**config.mk**
```make
export PLATFORM = sky130hd
export DESIGN_NAME = sonar_echo
export DESIGN_NICKNAME = d
export VERILOG_FILES = /design/src/rtl/sonar_echo.sv
export SDC_FILE = /design/constraint.sdc
export NUM_CORES = 1
export LEC_CHECK = 0
export CAP_MARGIN = 20
export CORE_MARGIN = 4
export CORE_UTILIZATION = 40
export CTS_BUF_LIST = sky130_fd_sc_hd__clkbuf_2
export CTS_CLUSTER_DIAMETER = 100
export CTS_CLUSTER_SIZE = 24
export DETAILED_ROUTE_END_ITERATION = 6
export PLACE_DENSITY = 0.63
export SYNTH_ARGS = -nofsm -noshare
export SYNTH_HDL_FRONTEND = slang
export SYNTH_SLANG_ARGS = --single-unit
export TNS_END_PERCENT = 50
```
**constraint.sdc**
```tcl
create_clock -name clk0 -period 3.7 [get_ports clk0]
set_input_delay 0.74 -clock clk0 [delete_from_list [all_inputs] [get_ports clk0]]
set_output_delay 0.74 -clock clk0 [all_outputs]
set_load 0.02 [all_outputs]
```
**src/rtl/sonar_echo.sv**
```systemverilog
// Ultrasonic range finder: times the echo pulse after each trigger and reports the distance in cm.
// Optional build macro SONAR_FILTER_EN averages each result with the previous valid result.
`timescale 1ns/1ps

module sonar_echo #(
    parameter int CYC_PER_CM  = 2900,
    parameter int NEAR_CM     = 20,
    parameter int TIMEOUT_CYC = 900000
) (
    input  logic       clk0,
    input  logic       rst_n,
    input  logic       trig,
    input  logic       echo,
    output logic [9:0] dist_cm,
    output logic       dist_valid,
    output logic       near,
    output logic       timeout
);

    localparam int SUB_W = $clog2(CYC_PER_CM + 1);
    localparam int WD_W  = $clog2(TIMEOUT_CYC + 1);

    typedef enum logic [1:0] {IDLE, ARM, MEAS} state_t;

    state_t            state, state_nx;
    logic [2:0]        trig_sh, echo_sh;
    logic [SUB_W-1:0]  sub_cnt;
    logic [9:0]        cm_cnt, cm_next, filt_cm;
    logic [WD_W-1:0]   wd_cnt;
    logic              trig_fall, trig_rise, echo_rise, echo_fall;
    logic              sub_wrap, wd_expire;
    logic              arm, done_ok, done_to;

    // Bits [1:0] are the two synchronizer stages; bit [2] is the previous synchronized value.
    // NOTE: sequential state uses non-blocking assignments so every flop samples pre-edge values.
    always_ff @(posedge clk0 or negedge rst_n) begin
        if (!rst_n) begin
            trig_sh <= '0;
            echo_sh <= '0;
        end else begin
            trig_sh <= {trig_sh[1:0], trig};
            echo_sh <= {echo_sh[1:0], echo};
        end
    end

    assign trig_fall = trig_sh[2] & ~trig_sh[1];
    assign trig_rise = ~trig_sh[2] & trig_sh[1];
    assign echo_rise = ~echo_sh[2] & echo_sh[1];
    assign echo_fall = echo_sh[2] & ~echo_sh[1];

    assign sub_wrap  = (sub_cnt == SUB_W'(CYC_PER_CM - 1));
    assign wd_expire = (wd_cnt == WD_W'(TIMEOUT_CYC - 1));
    // Includes the current MEAS cycle so an echo of N*CYC_PER_CM cycles reads exactly N.
    assign cm_next   = (sub_wrap && cm_cnt != 10'd1023) ? cm_cnt + 10'd1 : cm_cnt;

    always_ff @(posedge clk0 or negedge rst_n) begin
        if (!rst_n) state <= IDLE;
        else        state <= state_nx;
    end

    // NOTE: every output of this block gets a default first, so no latches are inferred.
    always_comb begin
        state_nx = state;
        arm      = 1'b0;
        done_ok  = 1'b0;
        done_to  = 1'b0;
        case (state)
            IDLE: begin
                if (trig_fall) begin
                    state_nx = ARM;
                    arm      = 1'b1;
                end
            end
            ARM: begin
                if (wd_expire || trig_rise) begin
                    state_nx = IDLE;
                    done_to  = 1'b1;
                end else if (echo_rise) begin
                    state_nx = MEAS;
                end
            end
            MEAS: begin
                if (echo_fall) begin
                    state_nx = IDLE;
                    done_ok  = 1'b1;
                end else if (wd_expire || trig_rise) begin
                    state_nx = IDLE;
                    done_to  = 1'b1;
                end
            end
            default: state_nx = IDLE;
        endcase
    end

    always_ff @(posedge clk0 or negedge rst_n) begin
        if (!rst_n) begin
            sub_cnt <= '0;
            cm_cnt  <= '0;
            wd_cnt  <= '0;
        end else if (arm) begin
            sub_cnt <= '0;
            cm_cnt  <= '0;
            wd_cnt  <= '0;
        end else if (state != IDLE) begin
            wd_cnt <= wd_cnt + 1'b1;
            if (state == MEAS) begin
                sub_cnt <= sub_wrap ? '0 : sub_cnt + 1'b1;
                cm_cnt  <= cm_next;
            end
        end
    end

`ifdef SONAR_FILTER_EN
    logic [9:0]  prev_cm;
    logic        prev_ok;
    logic [10:0] sum_cm;

    assign sum_cm  = {1'b0, prev_cm} + {1'b0, cm_next};
    assign filt_cm = prev_ok ? sum_cm[10:1] : cm_next;

    // A timeout breaks the averaging chain; the next good result seeds it afresh.
    always_ff @(posedge clk0 or negedge rst_n) begin
        if (!rst_n) begin
            prev_cm <= '0;
            prev_ok <= 1'b0;
        end else if (done_ok) begin
            prev_cm <= cm_next;
            prev_ok <= 1'b1;
        end else if (done_to) begin
            prev_ok <= 1'b0;
        end
    end
`else
    assign filt_cm = cm_next;
`endif

    always_ff @(posedge clk0 or negedge rst_n) begin
        if (!rst_n) begin
            dist_cm    <= '0;
            dist_valid <= 1'b0;
            near       <= 1'b0;
            timeout    <= 1'b0;
        end else begin
            dist_valid <= done_ok | done_to;
            if (done_ok) begin
                dist_cm <= filt_cm;
                near    <= (filt_cm < 10'(NEAR_CM));
                timeout <= 1'b0;
            end else if (done_to) begin
                dist_cm <= 10'd1023;
                near    <= 1'b0;
                timeout <= 1'b1;
            end
        end
    end

endmodule

```
# Word level (Yosys, flattened, before mapping)
# Cells that the tools add are included.
# op_classes
addsub,3
order_cmp,1
eq_ne,8
n_mux,29
bitwise,9
reduce_logical,9
# op_table
op,n
two-way mux 10 bit,6
two-way mux 12 bit,4
two-way mux 20 bit,2
"adder 20 x 1 -> 20 bit, second input constant",1
"== test 20 bit, second input constant",1
"adder 12 x 1 -> 12 bit, second input constant",1
"== test 12 bit, second input constant",1
"adder 10 x 1 -> 10 bit, second input constant",1
"less-than comparator 10 x 5 -> 1 bit, second input constant",1
two-way mux 1 bit,10
two-way mux 2 bit,5
"inequality test 10 bit, second input constant",1
nonzero test 2 bit,4
"inequality test 3 bit, second input constant",2
one-hot mux 2 bit (3 select lines),1
AND 1 bit,4
inverter 1 bit,4
AND reduction 3 bit,1
"== test 2 x 1 -> 1 bit, second input constant",1
"== test 2 bit, second input constant",1
logical NOT 2 bit,1
"inequality test 2 bit, second input constant",1
one-hot mux 1 bit (2 select lines),1
AND reduction 2 bit,1
3 further kinds,3
# totals
regBits,63
in_bits,4

# Depth between registers and ports, before layout
# Gate-level depths: netlist (run 1).
# logic_depth
word_depth,8
ltp_mapped,10
ltp_nobuf,7

# Worst setup path before layout (run 1)
# No wires, ideal clock.
# synth_timing
path_type,reg2reg
startpoint,register sub_cnt[5]
endpoint,register near
setup_ps,104
t_arrival_ps,2294
t_required_ps,3596
path_slack_ps,1303
stages_incl_launch_ff,7
path_buffers,1
synth_period_minus_slack_ps,2397
cell_sequence,dfrtp_1 -> or4b_4 -> or4b_1 -> buf_6 -> o31ai_4 -> o311ai_1 -> o41ai_2
# synth_between
elab_chain_cells,5
# synth_rtl
item,line,rtl
"start, declared",27,logic [SUB_W-1:0] sub_cnt;
"start signal, assigned",107,sub_cnt <= sub_wrap ? '0 : sub_cnt + 1'b1;
== test 12 bit,51,assign sub_wrap = (sub_cnt == SUB_W'(CYC_PER_CM - 1));
logical AND 1 bit,54,assign cm_next = (sub_wrap && cm_cnt != 10'd1023) ? cm_cnt + 10'd1 : cm_cnt;
two-way mux 10 bit,54,
less-than comparator 10 x 5 -> 1 bit,147,near <= (filt_cm < 10'(NEAR_CM));
two-way mux 1 bit,145,if (done_ok) begin
"end signal, assigned",147,
"end, declared",16,"output logic near,"
# Every way passes these cells.
# A chain may end at the register's enable or synchronous reset.

# Worst setup path in the final report (run 1)
# Ends and elaborated chain as after synthesis.

==> reports/metrics.csv, run 1 <==
stage,metric,value,unit
cells_and_area,nets,361,
critical_path,reg2reg_to,near,
critical_path,crit_path_top_delay_cell,or4b_1,
critical_path,r2r_slack,1.08,ns
cells_and_area,final_util,46.3,%
cells_and_area,syn_to_final_growth,10.2,%
drt,routedWlPerCell,15.4,µm
grt,grt.busiest_layer,met2,
clock_network,numCtsBuffers,9,
synth,yosys_warnings,0,
power,p_int,1.23,mW
power,combinationalPowerShare,32.3,%
timing,max_freq,0.381,GHz
synth,yosysTopAreaCellShare,47.6,%
critical_path,worstPathArrival,3.03,ns
synth,synth_area,3310,µm²
floorplan,initial_core_util,42.0,%
clock_network,clock_sinks,63,
critical_path,crit_type,flop to flop,
timing,clock_skew,0.0323,ns
clock_network,root_buffer,clkbuf_2,
timing,fin_setup_tns,0,ns
cells_and_area,n_fill_cell,755,
synth,yosys_register_bits,63,
cells_and_area,postLayoutCellArea,3650,µm²
drt,wl,7.05,mm
power,clock_power_share,21.6,%
power,p_leak,1.49,nW
critical_path,r2r_start,sub_cnt[5],
grt,use_met3,3.11,%
timing,hold_violations,0,
drt,detailroute.via_count,2595,
timing,drv_slew,0,
grt,grt_use_total,15.3,%
critical_path,cp_slowest_stage_delay,0.76,ns
synth,syn_nets,350,
grt,gr-usage-met2,23.8,%
placement,gp_congestion,0.842,
drt,dr.pass1.iters,4,
clock_network,cts_tree,done,
critical_path,path_cells,"or4b_4, or4b_1, o31ai_4, o311ai_1, o41ai_2",
critical_path,critPathRequiredTime,4.11,ns
synth,ys_types,50,
synth,synth-seq-area-share,47.6,%
critical_path,cp_max_fo,9,
clock_network,cts.repair.resized,0,
clock_network,htree_levels,3,
synth,synth-edff-count,0,
critical_path,endpoint_kind,flop,
floorplan,dieArea,9800,µm²
synth,ys_top_cells_by_area,"dfrtp_1 48%, o21ai_0 5.3%, nand2_1 4.2%, mux2i_1 3.9%, nand3_1 3.6%",
floorplan,coreArea,7890,µm²
synth,async_flop_share,100,%
grt,grt_pass1_vias,2511,
power,p_seq_share,46.1,%
synth,synth-main-ff-cell,dfrtp_1,
clock_network,clk_latency,0.48,ns
hold_path,hp-class,input pin to asynchronous set/reset pin,
timing,finalSetupViolCount,0,
drt,vias_per_cell,5.67,
critical_path,crit_start,sub_cnt[5],
timing,worstMarginPinSlew,0.770,ns
power,p_sw,0.670,mW
floorplan,pin_count,17,
drt,drc_errors,0,
timing,post-route-period-util,70.9,%
critical_path,r2r_cells,5,
placement,portBuffers,16,
drt,ant_nets,0,
grt,grt_antenna_before_repair,0,
placement,post-place-ws,1.06,ns
critical_path,endpoint,near,
job,max-cap-violations,0,
timing,layout_setup_ws,1.08,ns
grt,grt_pass1_wl,12.1,mm
grt,use_met1,20.4,%
clock_network,clkTransAtPathRegs,0.19,ns
cells_and_area,drive_above_1_share,8.43,%
outcome,status,"finished, final reports clean",
grt,grt.overflow.total,0,
drt,drt-initial-drc-count,117,
clock_network,post_cts_buffers,0,
synth,yosysTopAreaCell,dfrtp_1,
synth,netlist_instances,340,
placement,placed_area,3540,µm²
power,p_sw_share,35.3,%
timing,slew_headroom,48.7,%
timing,rsz0062_at_grt,no,
critical_path,start_kind,flop,
power,ir_drop,0.000153,V
floorplan,num_rows,32,
power,powerDensity,520,nW/µm²
floorplan,die_w,99.0,µm
clock_network,clockBufferDepth,2,
placement,dp.final_hpwl,4.85,mm
timing,period_needed,2.62,ns
clock_network,postCtsHoldBufs,0,
synth,avgSynthCellArea,9.74,µm²
cells_and_area,num_antenna_cells,0,
grt,grt_max_degree,40,
floorplan,dieHeight,99.0,µm
==> state kept, by name (all words and copies together) (netlist names) <==
name and flops:
wd_cnt 20, sub_cnt 12, cm_cnt 10, dist_cm 10, echo_sh 3, trig_sh 3, state 2, dist_valid 1
near 1, timeout 1
==> stage by stage <==
stage	total power, mW	hold WS [ns]	std cells
floorplan	1.26	0.331	340
global placement	1.49	0.337	442
detailed placement	1.51	0.335	442
CTS	1.92	0.205	458
global route	2.02	0.220	458
finish	1.90	0.222	458
==> synthesized netlist by cell type, drive strengths merged (3+ instances only) <==
master,count
o31ai,4
inv,8
nor3,9
dfrtp,63
and3,7
and4,4
o211ai,3
xnor2,8
nand2,37
nand3,24
a21o,5
nor2,15
mux2i,13
o21a,5
a2bb2oi,9
nand4,6
or4b,4
a22o,6
a21oi,4
ha,6
nand2b,4
o21ai,35
xor2,3
a31oi,8
o41ai,3
nand3b,3
and2,4
clkbuf,19
nor3b,3
==> per-layer routing <==
| metal | part of all wire [%] | vias up |
|---|---|---|
| li1 | - | 1263 |
| met1 | 50 | 1282 |
| met2 | 46 | 36 |
| met3 | 2.8 | 14 |
| met4 | 2.1 | 0 |
| met5 | 0 | - |
==> cell type report <==
| cell class | count | area [µm²] | share of cell area (%) |
|---|---|---|---|
| tap | 102 | 128 | 3.50 |
| sequential | 63 | 1580 | 43.2 |
| clock inverter | 4 | 46.3 | 1.27 |
| inverter | 8 | 30.0 | 0.823 |
| clock buffer | 12 | 60.1 | 1.65 |
| timing repair buffer | 20 | 185 | 5.07 |
| multi-input combinational | 249 | 1620 | 44.5 |
==> power by group through the flow <==
stage,sequential (mW),clock [mW],combinational (mW)
after detailed placement,0.888,0,0.618
after global routing,0.889,0.453,0.674
after global placement,0.882,0,0.607
after floorplan,0.942,0,0.315
after CTS,0.875,0.423,0.619
final,0.875,0.410,0.613
==> placed cells by master, fill, tap and decap left out, types with 7 or more instances in the layout <==
master            n
a31oi_1           8
clkdlybuf4s50_1  15
and3_1            7
dfrtp_1          63
inv_1             8
nand3_1          24
mux2i_1          13
xnor2_1           8
a2bb2oi_1         9
nor2_1           14
o21ai_0          35
nand2_1          37
nor3_1            8
clkbuf_2         12
==> worst max-delay path: cells and delay by family (launching register included) <==
family             cells  cell delay, ns
and+or+nand+nor        2            1.35
AOI/OAI and AO/OA      3            0.77
DFF                    1            0.45
==> kinds of logic after synthesis <==
logic type | share of synthesized area (%)
XOR/XNOR | 2.91
AO/OA/AOI/OAI | 17.8
buffers and inverters | 3.40
AND/OR/NAND/NOR | 22.1
flip-flops | 47.6
adder cells (fa/ha/maj) | 2.27
multiplexers | 3.93
==> worst min path at each step <==
stage / to / slack [ns] / cells after the start
final: dist_cm[4] / 0.22 / 1
after global routing: state[1] / 0.22 / 1
after CTS: cm_cnt[4] / 0.21 / 1
after detailed placement: trig_sh[1] / 0.33 / 0
after global placement: echo_sh[1] / 0.34 / 0
after floorplan: echo_sh[1] / 0.33 / 0
No activity file was read; power rests on OpenSTA's default activity.
==> run 2: changes to the inputs <==
clock period = 2.5 ns   (was 3.7 ns; I/O delays follow)
==> run 2 against run 1 <==
  * Critical path depth unchanged
  * Sequential cell count unchanged
  * Clock-buffer cell count down 1
  * Via count up 1.8%
  * Die area unchanged
  * Utilization up 2.0 points
  * Sequential power up 47%
  * Sequential share of layout area down 1.8 points
  * Largest cell class unchanged
  * Largest power group unchanged
==> reports/metrics.csv, run 2 (synthesis gave the netlist of run 1 again) <==
stage,metric,value,unit
floorplan,num_rows,32,
power,p_total,2.92,mW
timing,period_needed,2.40,ns
power,powerDensity,769,nW/µm²
drt,dr.pass1.iters,4,
critical_path,cp_slowest_stage_delay,0.63,ns
floorplan,dieArea,9800,µm²
hold_path,hp-class,flop to flop,
timing,finalSetupViolCount,0,
clock_network,root_buffer,clkbuf_2,
timing,layout_setup_ws,0.0973,ns
critical_path,start_kind,flop,
timing,post-route-period-util,96.1,%
critical_path,cp_top_family,simple AND/OR/NAND/NOR gates,
timing,clock_skew,0.0208,ns
placement,post-place-ws,0.0138,ns
critical_path,r2r_cells,5,
cells_and_area,multiInputGateArea,1630,µm²
grt,use_met1,21.7,%
drt,vias_per_cell,5.56,
job,max-cap-violations,0,
critical_path,reg2reg_to,near,
clock_network,clkTransAtPathRegs,0.17,ns
cells_and_area,n_fill_cell,730,
critical_path,crit_path_top_delay_cell,or4b_4,
power,p_leak,1.59,nW
grt,grt_antenna_before_repair,0,
critical_path,crit_cells,5,
cells_and_area,reg_top3,"wd_cnt: 20 flops, sub_cnt: 12 flops",
timing,whs,0.371,ns
critical_path,crit_start,sub_cnt[5],
grt,grt_pass1_wl,12.1,mm
cells_and_area,final_common_cell,dfrtp_1,
timing,worstMarginPinSlew,0.613,ns
clock_network,clock_sinks,63,
cells_and_area,layout_common_cells,"63 x dfrtp_1, 37 x nand2_1, 35 x o21ai_0",
critical_path,worstPathArrival,2.77,ns
critical_path,critPathBufInv,0,
clock_network,clockBufferDepth,2,
cells_and_area,num_antenna_cells,0,
floorplan,pin_count,17,
clock_network,numCtsBuffers,9,
clock_network,clk_latency,0.47,ns
cells_and_area,regArea,1580,µm²
floorplan,coreArea,7890,µm²
critical_path,endpoint_kind,flop,
grt,grt_pass1_vias,2438,
cells_and_area,largest_register_ffs,20,
grt,grt.busiest_layer,met2,
drt,drt-initial-drc-count,138,
hold_path,hold_path_depth,0,
timing,slew_headroom,58.8,%
critical_path,r2r_slack,0.1,ns
clock_network,htree_levels,3,
grt,grt.overflow.total,0,
grt,use_met3,2.69,%
critical_path,critPathRequiredTime,2.87,ns
drt,routedWlPerCell,15.1,µm
critical_path,path_cells,"or4b_4, or4b_4, o31ai_4, o311ai_1, o41ai_2",
placement,portBuffers,16,
grt,gr-usage-met2,23.0,%
outcome,status,"finished, final reports clean",
placement,dp.final_hpwl,5.04,mm
floorplan,dieHeight,99.0,µm
timing,rsz0062_at_grt,no,
critical_path,cp_max_fo,6,
clock_network,cts_tree,done,
power,ir_drop,0.000267,V
hold_path,min-delay-start,trig_sh[0],
hold_path,min_to,trig_sh[1],
critical_path,crit_type,flop to flop,
drt,wl,7.18,mm
grt,grt_max_degree,40,
drt,ant_nets,0,
cells_and_area,largest_register,wd_cnt,
timing,fin_setup_tns,0,ns
grt,grt_use_total,15.3,%
critical_path,r2r_start,sub_cnt[5],
cells_and_area,syn_to_final_growth,14.8,%
cells_and_area,drive_above_1_share,12.3,%
floorplan,die_w,99.0,µm
drt,drc_errors,0,
critical_path,path_common_cell,or4b_4,
cells_and_area,nets,378,
drt,detailroute.via_count,2641,
timing,max_freq,0.416,GHz
placement,gp_congestion,0.823,
timing,hold_violations,0,
floorplan,initial_core_util,42.0,%
timing,drv_slew,0,
[run 2: cell count changes in the layout (fill, tap and decap cells not counted)]
cell / before / now
clkinvlp_4: 1 / 0
clkinv_1: 1 / 2
buf_4: 4 / 20
or4b_1: 1 / 0
dlygate4sd3_1: 0 / 1
or4b_4: 1 / 2
clkbuf_2: 12 / 11
bufinv_16: 1 / 2
[run 2: worst max path at each step]
stage,endpoint,slack [ns]
CTS,near,0.08
finish,near,0.1
detailed placement,near,0.01
floorplan,near,0.10
global placement,near,0.08
global route,near,0.01
[run 2: through the flow]
step | util [%] | cell area (µm²) | cells
after CTS | 48.1 | 3800 | 474
after floorplan | - | 3310 | 340
after global placement | 46.4 | 3660 | 457
final | 48.2 | 3800 | 475
after global routing | 48.2 | 3800 | 475
after detailed placement | 46.4 | 3660 | 457
[run 2: metal layers]
layer  share of wire, %  up-vias
met5                  0        -
met4                1.7        0
met3                3.2       10
met2                 45       49
met1                 51     1278
li1                   -     1304
[run 2: report_power, final]
group	leakage (nW)	total (mW)	internal [mW]	switching, mW
sequential	0.816	1.29	1.17	0.114
combinational	0.693	0.948	0.434	0.514
clock	0.0810	0.691	0.333	0.359
total	1.59	2.92	1.94	0.987
[run 2: repair_timing]
item	in CTS	in global routing
setup buffers	0	1
resized for setup	1	0
endpoints found under the setup margin	1	1
endpoints found under the hold margin	24	0
hold buffers	1	0
[run 2: layout make-up]
class                   count  area share, %
multi-input cells         249           42.8
flip-flops and latches     63           41.4
clock inverters             5           1.91
well taps                 102           3.35
inverters                   8          0.789
clock buffers              11           1.45
repair buffers             37           8.29
[run 2: worst reg2reg max path, cell delays in order, from the launching register on]
cell and delay (ns):
dfrtp_1 0.41, or4b_4 0.54, or4b_4 0.63, o31ai_4 0.27, o311ai_1 0.17, o41ai_2 0.30
